**src/rtl/twiddle_seq_if.sv**
```systemverilog
// Twiddle sequencer bus: control, ROM address/data and twiddle stream.
// master = sequencer side, slave = environment (ROM + butterfly consumer).
interface twiddle_seq_if #(
    parameter int NFFT = 32,
    parameter int W    = 16
);
    localparam int LOG2N = $clog2(NFFT);
    localparam int AW    = $clog2(NFFT/2);
    localparam int SW    = $clog2(LOG2N);

    logic          i_start;
    logic          i_abort;
    logic          o_busy;
    logic [AW-1:0] o_tw_addr;
    logic [W-1:0]  i_tw_re;
    logic [W-1:0]  i_tw_im;
    logic          o_valid;
    logic          i_ready;
    logic [W-1:0]  o_re;
    logic [W-1:0]  o_im;
    logic [SW-1:0] o_stage;
    logic [AW-1:0] o_bfly;
    logic          o_last;
    logic          o_done;

    modport master (
        input  i_start, i_abort, i_tw_re, i_tw_im, i_ready,
        output o_busy, o_tw_addr, o_valid, o_re, o_im, o_stage, o_bfly, o_last, o_done
    );
    modport slave (
        output i_start, i_abort, i_tw_re, i_tw_im, i_ready,
        input  o_busy, o_tw_addr, o_valid, o_re, o_im, o_stage, o_bfly, o_last, o_done
    );
endinterface

```
**src/rtl/twiddle_seq.sv**
```systemverilog
// Radix-2 DIT twiddle sequencer: walks stage/butterfly counters, addresses the
// twiddle ROM and streams registered twiddles over valid/ready.
module twiddle_seq #(
    parameter int NFFT = 32,
    parameter int W    = 16
) (
    input  logic          i_clk,
    input  logic          i_rst_n,
    twiddle_seq_if.master bus
);
    localparam int LOG2N = $clog2(NFFT);
    localparam int AW    = $clog2(NFFT/2);
    localparam int SW    = $clog2(LOG2N);
    localparam logic [AW-1:0] KMAX = AW'(NFFT/2 - 1);
    localparam logic [SW-1:0] SMAX = SW'(LOG2N - 1);

    typedef enum logic [1:0] {S_IDLE, S_RUN, S_DRAIN} state_e;

    state_e        state_q, state_d;
    logic [SW-1:0] stage_q, stage_d;
    logic [AW-1:0] bfly_q, bfly_d;
    logic          valid_q, valid_d;
    logic [W-1:0]  re_q, re_d, im_q, im_d;
    logic [SW-1:0] ostage_q, ostage_d;
    logic [AW-1:0] obfly_q, obfly_d;
    logic          last_q, last_d;
    logic          done_q, done_d;

    logic [AW:0]   mod_mask;
    logic [AW-1:0] addr;
    logic          is_last, load, hs;

    // Stage s uses twiddle index (k mod 2^s) * (N/2 >> s).
    always_comb begin
        mod_mask = ((AW+1)'(1) << stage_q) - (AW+1)'(1);
        addr     = (bfly_q & mod_mask[AW-1:0]) << (SMAX - stage_q);
    end

    assign is_last = (stage_q == SMAX) && (bfly_q == KMAX);
    assign load    = !valid_q || bus.i_ready;
    assign hs      = valid_q && bus.i_ready;

    always_comb begin
        state_d  = state_q;
        stage_d  = stage_q;
        bfly_d   = bfly_q;
        valid_d  = valid_q;
        re_d     = re_q;
        im_d     = im_q;
        ostage_d = ostage_q;
        obfly_d  = obfly_q;
        last_d   = last_q;
        done_d   = 1'b0;
        if (bus.i_abort) begin
            state_d = S_IDLE;
            valid_d = 1'b0;
            stage_d = '0;
            bfly_d  = '0;
        end else begin
            unique case (state_q)
                S_IDLE: begin
                    if (hs) valid_d = 1'b0;
                    if (bus.i_start) begin
                        state_d = S_RUN;
                        stage_d = '0;
                        bfly_d  = '0;
                    end
                end
                S_RUN: begin
                    if (load) begin
                        re_d     = bus.i_tw_re;
                        im_d     = bus.i_tw_im;
                        ostage_d = stage_q;
                        obfly_d  = bfly_q;
                        last_d   = is_last;
                        valid_d  = 1'b1;
                        if (is_last) begin
                            state_d = S_DRAIN;
                            stage_d = '0;
                            bfly_d  = '0;
                        end else if (bfly_q == KMAX) begin
                            bfly_d  = '0;
                            stage_d = stage_q + 1'b1;
                        end else begin
                            bfly_d  = bfly_q + 1'b1;
                        end
                    end
                end
                S_DRAIN: begin
                    if (hs) begin
                        valid_d = 1'b0;
                        done_d  = 1'b1;
                        state_d = S_IDLE;
                    end
                end
                default: state_d = S_IDLE;
            endcase
        end
    end

    always_ff @(posedge i_clk) begin
        if (!i_rst_n) begin
            state_q  <= S_IDLE;
            stage_q  <= '0;
            bfly_q   <= '0;
            valid_q  <= 1'b0;
            re_q     <= '0;
            im_q     <= '0;
            ostage_q <= '0;
            obfly_q  <= '0;
            last_q   <= 1'b0;
            done_q   <= 1'b0;
        end else begin
            state_q  <= state_d;
            stage_q  <= stage_d;
            bfly_q   <= bfly_d;
            valid_q  <= valid_d;
            re_q     <= re_d;
            im_q     <= im_d;
            ostage_q <= ostage_d;
            obfly_q  <= obfly_d;
            last_q   <= last_d;
            done_q   <= done_d;
        end
    end

    assign bus.o_tw_addr = (state_q == S_RUN) ? addr : '0;
    assign bus.o_busy    = (state_q != S_IDLE);
    assign bus.o_valid   = valid_q;
    assign bus.o_re      = re_q;
    assign bus.o_im      = im_q;
    assign bus.o_stage   = ostage_q;
    assign bus.o_bfly    = obfly_q;
    assign bus.o_last    = last_q;
    assign bus.o_done    = done_q;
endmodule

```
**src/flat_wrapper.sv**
```systemverilog
// flat-port wrapper written by rule: the top's interface ports become plain ports
module twiddle_seq_flat 
#(
    parameter int NFFT = 32,
    parameter int W    = 16
)
  (i_clk, i_rst_n, bus_i_start, bus_i_abort, bus_i_tw_re, bus_i_tw_im, bus_i_ready, bus_o_busy, bus_o_tw_addr, bus_o_valid, bus_o_re, bus_o_im, bus_o_stage, bus_o_bfly, bus_o_last, bus_o_done);
  twiddle_seq_if #(.NFFT(NFFT), .W(W)) bus_i ();
  input  logic i_clk;
  input  logic i_rst_n;
  input wire logic [$bits(bus_i.i_start)-1:0] bus_i_start;
  input wire logic [$bits(bus_i.i_abort)-1:0] bus_i_abort;
  input wire logic [$bits(bus_i.i_tw_re)-1:0] bus_i_tw_re;
  input wire logic [$bits(bus_i.i_tw_im)-1:0] bus_i_tw_im;
  input wire logic [$bits(bus_i.i_ready)-1:0] bus_i_ready;
  output wire logic [$bits(bus_i.o_busy)-1:0] bus_o_busy;
  output wire logic [$bits(bus_i.o_tw_addr)-1:0] bus_o_tw_addr;
  output wire logic [$bits(bus_i.o_valid)-1:0] bus_o_valid;
  output wire logic [$bits(bus_i.o_re)-1:0] bus_o_re;
  output wire logic [$bits(bus_i.o_im)-1:0] bus_o_im;
  output wire logic [$bits(bus_i.o_stage)-1:0] bus_o_stage;
  output wire logic [$bits(bus_i.o_bfly)-1:0] bus_o_bfly;
  output wire logic [$bits(bus_i.o_last)-1:0] bus_o_last;
  output wire logic [$bits(bus_i.o_done)-1:0] bus_o_done;
  assign bus_i.i_start = bus_i_start;
  assign bus_i.i_abort = bus_i_abort;
  assign bus_i.i_tw_re = bus_i_tw_re;
  assign bus_i.i_tw_im = bus_i_tw_im;
  assign bus_i.i_ready = bus_i_ready;
  assign bus_o_busy = bus_i.o_busy;
  assign bus_o_tw_addr = bus_i.o_tw_addr;
  assign bus_o_valid = bus_i.o_valid;
  assign bus_o_re = bus_i.o_re;
  assign bus_o_im = bus_i.o_im;
  assign bus_o_stage = bus_i.o_stage;
  assign bus_o_bfly = bus_i.o_bfly;
  assign bus_o_last = bus_i.o_last;
  assign bus_o_done = bus_i.o_done;
  twiddle_seq #(.NFFT(NFFT), .W(W)) u_core (.i_clk(i_clk), .i_rst_n(i_rst_n), .bus(bus_i));
endmodule
```
**config.mk**
```make
export PLATFORM = sky130hd
export DESIGN_NAME = twiddle_seq_flat
export DESIGN_NICKNAME = d
export VERILOG_FILES = /design/src/rtl/twiddle_seq_if.sv /design/src/rtl/twiddle_seq.sv /design/src/flat_wrapper.sv
export SDC_FILE = /design/constraint.sdc
export NUM_CORES = 1
export LEC_CHECK = 0
export CORE_MARGIN = 5
export CORE_UTILIZATION = 45
export CTS_BUF_LIST = sky130_fd_sc_hd__clkbuf_2
export CTS_CLUSTER_SIZE = 40
export DETAILED_ROUTE_END_ITERATION = 10
export PLACE_DENSITY = 0.91
export SETUP_SLACK_MARGIN = 0.15
export SYNTH_ARGS = -nofsm -noshare
export SYNTH_HDL_FRONTEND = slang
export SYNTH_SLANG_ARGS = --single-unit
```
**constraint.sdc**
```tcl
create_clock -name i_clk -period 2.5 [get_ports i_clk]
set_input_delay 0.5 -clock i_clk [delete_from_list [all_inputs] [get_ports i_clk]]
set_output_delay 0.5 -clock i_clk [all_outputs]
set_load 0.02 [all_outputs]
```
# Yosys cells after proc, flatten, opt, wreduce, memory -nomap -nowiden
# Index checks and enable logic that the tools add are counted.
[classes]
addsub = 4
muxes = 20
bitwise = 4
shift = 2
n_reduce_logical = 16
n_eq_ne = 10
[ops]
columns = ["op", "count"]
rows = [
  ["2-to-1 mux 4 bit", 5],
  ["2-to-1 mux 3 bit", 4],
  ["AND reduction 3 bit", 3],
  ["2-to-1 mux 2 bit", 4],
  ["inequality test 2 x 1 -> 1 bit, second input constant", 4],
  ["one-hot mux 4 bit (2 select lines)", 1],
  ["AND reduction 4 bit", 2],
  ["one-hot mux 2 bit (3 select lines)", 1],
  ["one-hot mux 3 bit (2 select lines)", 1],
  ["nonzero test 2 bit", 3],
  ["adder 4 x 1 -> 4 bit, second input constant", 1],
  ["AND 4 bit", 1],
  ["== test 4 bit, second input constant", 1],
  ["OR reduction 2 bit", 2],
  ["<< shifter 1 x 3 -> 4 bit, first input constant", 1],
  ["<< shifter 4 x 3 -> 4 bit", 1],
  ["subtractor 4 x 2 -> 4 bit, second input constant", 1],
  ["adder 3 x 1 -> 3 bit, second input constant", 1],
  ["== test 3 bit, second input constant", 1],
  ["2-to-1 mux 1 bit", 3],
  ["inequality test 3 x 1 -> 1 bit, second input constant", 1],
  ["inverter 1 bit", 3],
  ["OR reduction 3 bit", 1],
  ["subtractor 3 bit, first input constant", 1],
  ["8 further kinds", 9],
]
[word_totals]
regBits = 51
inputBits = 37
elab_cells = 66

# Longest topological paths before layout
# Gate-level depths: netlist (run 1).
[depth]
ltp_word = 5
depth_mapped = 7
mapped_depth_nobuf = 7

# Worst setup path after synthesis (run 1)
# No wires, ideal clock.
[synth_path]
kind = "register to output"
startpoint = "register u_core.stage_q[0]"
endpoint = "output port bus_o_tw_addr[0]"
t_arrival_ns = 1.904
required_ns = 2.000
setup_slack_ns = 0.096
stages_incl_launch_ff = 6
cell_sequence = "dfxtp_1 inv_1 ha_1 ha_1 nor2b_1 nor4b_1"
[synth_via]
elab_chain_cells = 5
[synth_lines]
columns = ["element", "line", "text"]
rows = [
  ["start: declaration", "twiddle_seq.sv:20", "logic [SW-1:0] stage_q, stage_d;"],
  ["start signal: assignment", "twiddle_seq.sv:115", "stage_q <= stage_d;"],
  ["<< shifter 1 x 3 -> 4 bit", "twiddle_seq.sv:35", "mod_mask = ((AW+1)'(1) << stage_q) - (AW+1)'(1);"],
  ["subtractor 4 x 2 -> 4 bit", "twiddle_seq.sv:35", ""],
  ["AND 4 bit", "twiddle_seq.sv:36", "addr = (bfly_q & mod_mask[AW-1:0]) << (SMAX - stage_q);"],
  ["<< shifter 4 x 3 -> 4 bit (*)", "twiddle_seq.sv:36", ""],
  ["2-to-1 mux 4 bit (*)", "twiddle_seq.sv:127", "assign bus.o_tw_addr = (state_q == S_RUN) ? addr : '0;"],
  ["end: declaration", "flat_wrapper.sv:17", "output wire logic [$bits(bus_i.o_tw_addr)-1:0] bus_o_tw_addr;"],
]
# Every way passes the cells marked *; elsewhere a longest branch is shown, timed or not.

# Worst setup path after layout (run 1)
[layout_path]
startpoint = "register u_core.stage_q[1]"
endpoint = "output port bus_o_tw_addr[3]"
# Same word-level chain as after synthesis.

==> results.py, run 1 <==
metrics = {
    "critical_path": {
        "cp.arrival_ns": 2.07,
        "startpoint_type": "flop",
        "critPathKind": "flop to output port",
        "critPathRequiredTime_ns": 2.00,
        "slowest_delay_ns": 0.42,
        "cp_max_fo": 3,
        "slowest_stage": "dfxtp_2",
        "end_kind": "output port",
        "path_cells": "buf_6 -> ha_4 -> xor2_1 -> o21ai_2 -> o21a_1 -> a221oi_2 -> buf_4",
    },
    "floorplanning": {
        "rows": 25,
        "die_h_um": 79.9,
        "core-area_um2": 4720,
        "dieArea_um2": 6390,
        "pin_count": 84,
        "die_width_um": 79.9,
        "initial_core_util": 0.466,
    },
    "yosys": {
        "synth_area_leaders": "dfxtp_1 (46%), nand2_1 (14%), a21boi_0 (13%), ha_1 (4.6%), a21oi_1 (1.6%)",
        "yosys.area_share.simple": 0.225,
        "synth-seq-cells": 51,
        "synth.cell_area_um2": 2200,
        "synth_top_area_share": 0.464,
        "synth_ff_type": "dfxtp_1",
        "synth-compound-area-share": 0.214,
        "ys_seq_area_frac": 0.464,
        "synth_edf_count": 0,
        "syn_inst": 259,
        "synth_async_sr_flop_share": 0,
        "syn_avg_cell_area_um2": 8.49,
        "synth_cell_types": 40,
        "synth_nets": 304,
        "synth_xor_xnor_area_share": 0.00398,
        "synth_top_family_by_area": "simple AND/OR/NAND/NOR gates",
        "synth_top_area_cell": "dfxtp_1",
        "synthMuxAreaShare": 0.00910,
        "synthAdderAreaFrac": 0.0455,
        "ys.warnings.count": 0,
    },
    "cells_and_area": {
        "drive_gt1_frac": 0.144,
        "layout_commonest_cell": "nand2_1",
        "final_net_count": 393,
        "final_cells": 415,
        "fin_area_um2": 3380,
        "synthToLayoutAreaGrowth_pct": 53.5,
        "antennaDiodeCount": 0,
        "final_cell_mix": "nand2_1 (82), clkdlybuf4s50_1 (79), dfxtp_1 (49)",
        "fillers": 378,
    },
    "grt": {
        "grt_pass1_vias": 2032,
        "grt_usage": 0.188,
        "grt_overflow": 0,
        "grt_pass1_wl_um": 9540,
        "antenna_found_initial": 0,
        "grt_max_degree": 41,
    },
    "clock_tree": {
        "cts_buffers": 5,
        "clkLatencyLatePin_ns": 0.42,
        "clock_sinks": 51,
        "cts_hold_buffers": 0,
        "cts_root_buffer": "clkbuf_2",
        "clockBufferDepth": 2,
        "cts.clk_slew.worst_paths_ns": 0.25,
        "cts_tree": "built",
        "cts_max_level": 2,
    },
    "routing": {
        "first_iter_violations": 98,
        "drc": 0,
        "wl_per_cell_um": 14.6,
        "ant_nets": 0,
        "drt_pass1_iterations": 4,
        "vias_per_cell": 5.11,
        "finalWirelength_um": 6060,
        "num_vias": 2119,
    },
    "placement": {
        "gp_congestion": 0.930,
        "dpl_cell_area_um2": 3170,
        "hpwl_um": 4160,
        "port_buffers": 83,
        "dp_cells": 407,
    },
    "timing": {
        "setup_violations": 1,
        "whs_ns": 0.469,
        "finalMaxSlewViolations": 0,
        "rsz0062_at_grt": "true",
        "fin_worst_skew_ns": 0.0194,
        "slew_headroom": 0.728,
        "setup_tns_ns": -0.0674,
        "finalCriticalPeriod_ns": 2.57,
        "final_hold_viol_count": 0,
        "fin_ws_ns": -0.0674,
        "worst_pin_slew_ns": 0.407,
        "period_share": 1.03,
        "fmax_mhz": 390,
    },
    "run_status": {
        "violations": "setup timing",
        "status": "complete, but fails checks",
    },
    "worst_hold_path": {
        "hold_class": "flop to flop",
    },
    "power_and_ir_drop": {
        "leakagePower_nw": 1.15,
        "peakVddDrop_v": 0.000297,
        "power_density_nw_per_um2": 426,
        "power.total_w": 0.00144,
    },
    "job": {
        "maxCapViolCount": 0,
    },
}
-- worst max-delay path: cells and delay by family, from the launching register on --
kind	cells	cell delay, ns
compound gates	3	0.54
xor+xnor	1	0.20
fa+ha+maj	1	0.15
buf+inv	2	0.32
flops	1	0.42
-- power breakdown --
| part | switching, W | total (W) | internal [W] |
|---|---|---|---|
| sequential | 0.00000762 | 0.000837 | 0.000829 |
| combinational | 0.0000785 | 0.000183 | 0.000104 |
| clock | 0.000257 | 0.000420 | 0.000163 |
-- cells by family after synthesis --
group,Yosys count
mux,2
xor+xnor,1
simple gates,112
compound gates,66
flops,51
buf+inv,19
fa+ha+maj,8
-- area by class of cell --
type / instances / area (µm²) / share of cell area
clock buffer: 5 / 25.0 / 0.00741
clock inverter: 2 / 37.5 / 0.0111
inverter: 4 / 17.5 / 0.00519
multi-input combinational: 189 / 1240 / 0.367
sequential: 51 / 1030 / 0.304
tap: 67 / 83.8 / 0.0248
timing repair buffer: 97 / 947 / 0.281
-- cells in the mapped netlist, types with 2 or more instances --
cell and instances:
buf_2 5, nand2b_1 2, a21boi_0 38, nand2_1 83, nor3_1 4, nand4_1 2, nor2b_1 3, or3_1 2
o21ai_0 5, a21oi_1 7, dfxtp_1 51, buf_4 2, a21o_1 2, clkbuf_1 8, mux2i_1 2, inv_1 4
nor2_1 6, ha_1 8, a21boi_1 2, o21a_1 2, o22ai_1 2
-- stage by stage --
| step | setup slack (ns) | utilization |
|---|---|---|
| after floorplan | 0.0961 | - |
| after global placement | -0.00337 | 0.670 |
| after detailed placement | -0.155 | 0.670 |
| after CTS | -0.0687 | 0.701 |
| after global routing | -0.133 | 0.715 |
| final | -0.0674 | 0.715 |
-- registers in the layout, indices dropped and copies added (netlist names) --
name	flops
u_core.bus.o_im	16
u_core.bus.o_re	16
u_core.bfly_q	4
u_core.bus.o_bfly	4
u_core.bus.o_stage	3
u_core.stage_q	3
u_core.state_q	2
u_core.bus.o_done	1
u_core.bus.o_last	1
u_core.bus.o_valid	1
-- final timing paths --
path,slack [ns],endpoint,cells past startpoint,start
worst max-delay path,-0.07,bus_o_tw_addr[3],7,u_core.stage_q[1]
worst min register to register,0.47,u_core.bus.o_last,2,u_core.bus.o_last
worst max register to register,0.87,u_core.state_q[1],8,u_core.stage_q[0]
worst min-delay path,0.47,u_core.bus.o_last,2,u_core.bus.o_last
-- what timing repair did --
item                                    CTS  global route
gates resized for setup                  41            15
cloned                                    0             0
hold endpoints to repair                  0             0
setup buffers                             1             0
endpoints found under the setup margin    4             4
pin swaps                                 6             7
-- per-layer routing --
layer	GRT usage	part of all wire	up-vias
li1	-	-	1047
met1	0.217	0.41	965
met2	0.336	0.50	89
met3	0.0440	0.072	18
met4	0.0625	0.020	0
met5	0	0	-
Power figures use the tool's default switching activity.
==> run 2: changes to the inputs <==
--- a/config.mk
+++ b/config.mk
@@ -10,7 +10,7 @@
 export CTS_BUF_LIST = sky130_fd_sc_hd__clkbuf_2
 export CTS_CLUSTER_SIZE = 40
 export DETAILED_ROUTE_END_ITERATION = 10
-export PLACE_DENSITY = 0.91
+export PLACE_DENSITY_LB_ADDON = 0.2
 export SETUP_SLACK_MARGIN = 0.15
 export SYNTH_ARGS = -nofsm -noshare
 export SYNTH_HDL_FRONTEND = slang
==> run 2 against run 1 <==
Against the previous run:
- sequential cell count unchanged
- first-iteration DRC count increased by 7.1%
- clock-buffer cell count unchanged
- via count decreased by 5.7%
- core utilization decreased by 0.37 points
- critical endpoint unchanged
- final area decreased by 0.52%
- the flow now finishes without violations
- die area unchanged
- register-to-register slack got worse by 0.03 ns
- global-route usage decreased by 1.5 points
==> results.py, run 2 (synthesis results as in run 1) <==
metrics = {
    "routing": {
        "wl_per_cell_um": 12.9,
        "ant_nets": 0,
        "first_iter_violations": 105,
        "drt_pass1_iterations": 4,
        "finalWirelength_um": 5370,
        "vias_per_cell": 4.80,
        "drc": 0,
        "num_vias": 1998,
    },
    "timing": {
        "worst_pin_slew_ns": 0.390,
        "setup_violations": 0,
        "whs_ns": 0.469,
        "fmax_mhz": 406,
        "finalCriticalPeriod_ns": 2.46,
        "fin_worst_skew_ns": 0.0244,
        "final_hold_viol_count": 0,
        "finalMaxSlewViolations": 0,
        "period_share": 0.986,
        "fin_ws_ns": 0.0358,
        "rsz0062_at_grt": "true",
        "slew_headroom": 0.740,
    },
    "power_and_ir_drop": {
        "peakVddDrop_v": 0.000269,
        "leakagePower_nw": 1.16,
        "power.total_w": 0.00133,
        "power_density_nw_per_um2": 397,
    },
    "clock_tree": {
        "cts_hold_buffers": 0,
        "cts_tree": "built",
        "cts_root_buffer": "clkbuf_2",
        "cts.clk_slew.worst_paths_ns": 0.26,
        "cts_max_level": 2,
        "clkLatencyLatePin_ns": 0.42,
        "clockBufferDepth": 2,
        "cts_buffers": 5,
        "clock_sinks": 51,
    },
    "placement": {
        "port_buffers": 83,
        "gp_congestion": 0.874,
        "pre_cts_ws_ns": -0.0465,
        "dpl_cell_area_um2": 3180,
        "hpwl_um": 3770,
    },
    "run_status": {
        "status": "finished clean",
    },
    "floorplanning": {
        "pin_count": 84,
        "dieArea_um2": 6390,
        "core-area_um2": 4720,
        "rows": 25,
        "die_width_um": 79.9,
        "initial_core_util": 0.466,
        "die_h_um": 79.9,
    },
    "cells_and_area": {
        "final_cell_mix": "nand2_1 (82), clkdlybuf4s50_1 (78), dfxtp_1 (49)",
        "antennaDiodeCount": 0,
        "final_net_count": 393,
        "synthToLayoutAreaGrowth_pct": 52.7,
        "postLayoutCoreUtil": 0.711,
        "layout_commonest_cell": "nand2_1",
        "fin_area_um2": 3360,
        "drive_gt1_frac": 0.138,
    },
    "grt": {
        "grt_max_degree": 41,
        "antenna_found_initial": 0,
        "grt_pass1_vias": 1884,
        "grt_usage": 0.172,
        "grt_overflow": 0,
        "grt_pass1_wl_um": 8740,
    },
    "critical_path": {
        "critPathRequiredTime_ns": 2.00,
        "cp.arrival_ns": 1.96,
        "cp_max_fo": 3,
        "startpoint_type": "flop",
        "rr_worst_depth": 6,
        "critPathKind": "flop to output port",
        "end_kind": "output port",
    },
    "worst_hold_path": {
        "hold_class": "flop to flop",
        "holdPathStages": 2,
    },
    "job": {
        "maxCapViolCount": 0,
    },
}
-- run 2: final cells by class --
type	count	area, µm²
inverter	4	15.0
sequential	51	1030
tap	67	83.8
clock buffer	5	25.0
fill	381	1370
clock inverter	3	15.0
multi-input combinational	189	1230
timing repair buffer	97	958
-- run 2: final timing paths --
check                                           end  slack (ns)         startpoint
worst max-delay path               bus_o_tw_addr[3]        0.04  u_core.stage_q[1]
worst min-delay path              u_core.bus.o_last        0.47  u_core.bus.o_last
worst max register to register  u_core.bus.o_im[13]        0.84  u_core.state_q[0]
worst min register to register    u_core.bus.o_last        0.47  u_core.bus.o_last
-- run 2: power by group --
part	switching, W	internal [W]
sequential	0.00000735	0.000829
combinational	0.0000766	0.000105
clock	0.000253	0.0000623
-- run 2: critical path, stage by stage, from the launching register on --
cell      delay, ns
dfxtp_4        0.42
buf_6          0.12
ha_4           0.16
ha_4           0.16
nor3_2         0.16
o211ai_1       0.12
a221oi_2       0.23
buf_4          0.17
-- run 2: per-stage QoR --
stage / setup TNS, ns / instances
after global routing: -0.109 / 416
after CTS: -0.0375 / 416
after floorplan: 0 / 259
after detailed placement: -0.0465 / 407
after global placement: -0.0117 / 407
final: 0 / 416
-- run 2: layer usage --
metal | vias to the layer above | GRT usage | wire, µm
met5 | - | 0 | 0
met4 | 0 | 0.0574 | 59
met3 | 6 | 0.0474 | 348
met2 | 62 | 0.289 | 2600
met1 | 890 | 0.212 | 2370
li1 | 1040 | - | -
-- run 2: repair_timing --
| action | CTS | global route |
|---|---|---|
| gates cloned | 0 | 0 |
| setup endpoints to repair | 4 | 5 |
| setup buffers | 1 | 0 |
| resized for setup | 43 | 10 |
| pin swaps | 5 | 6 |
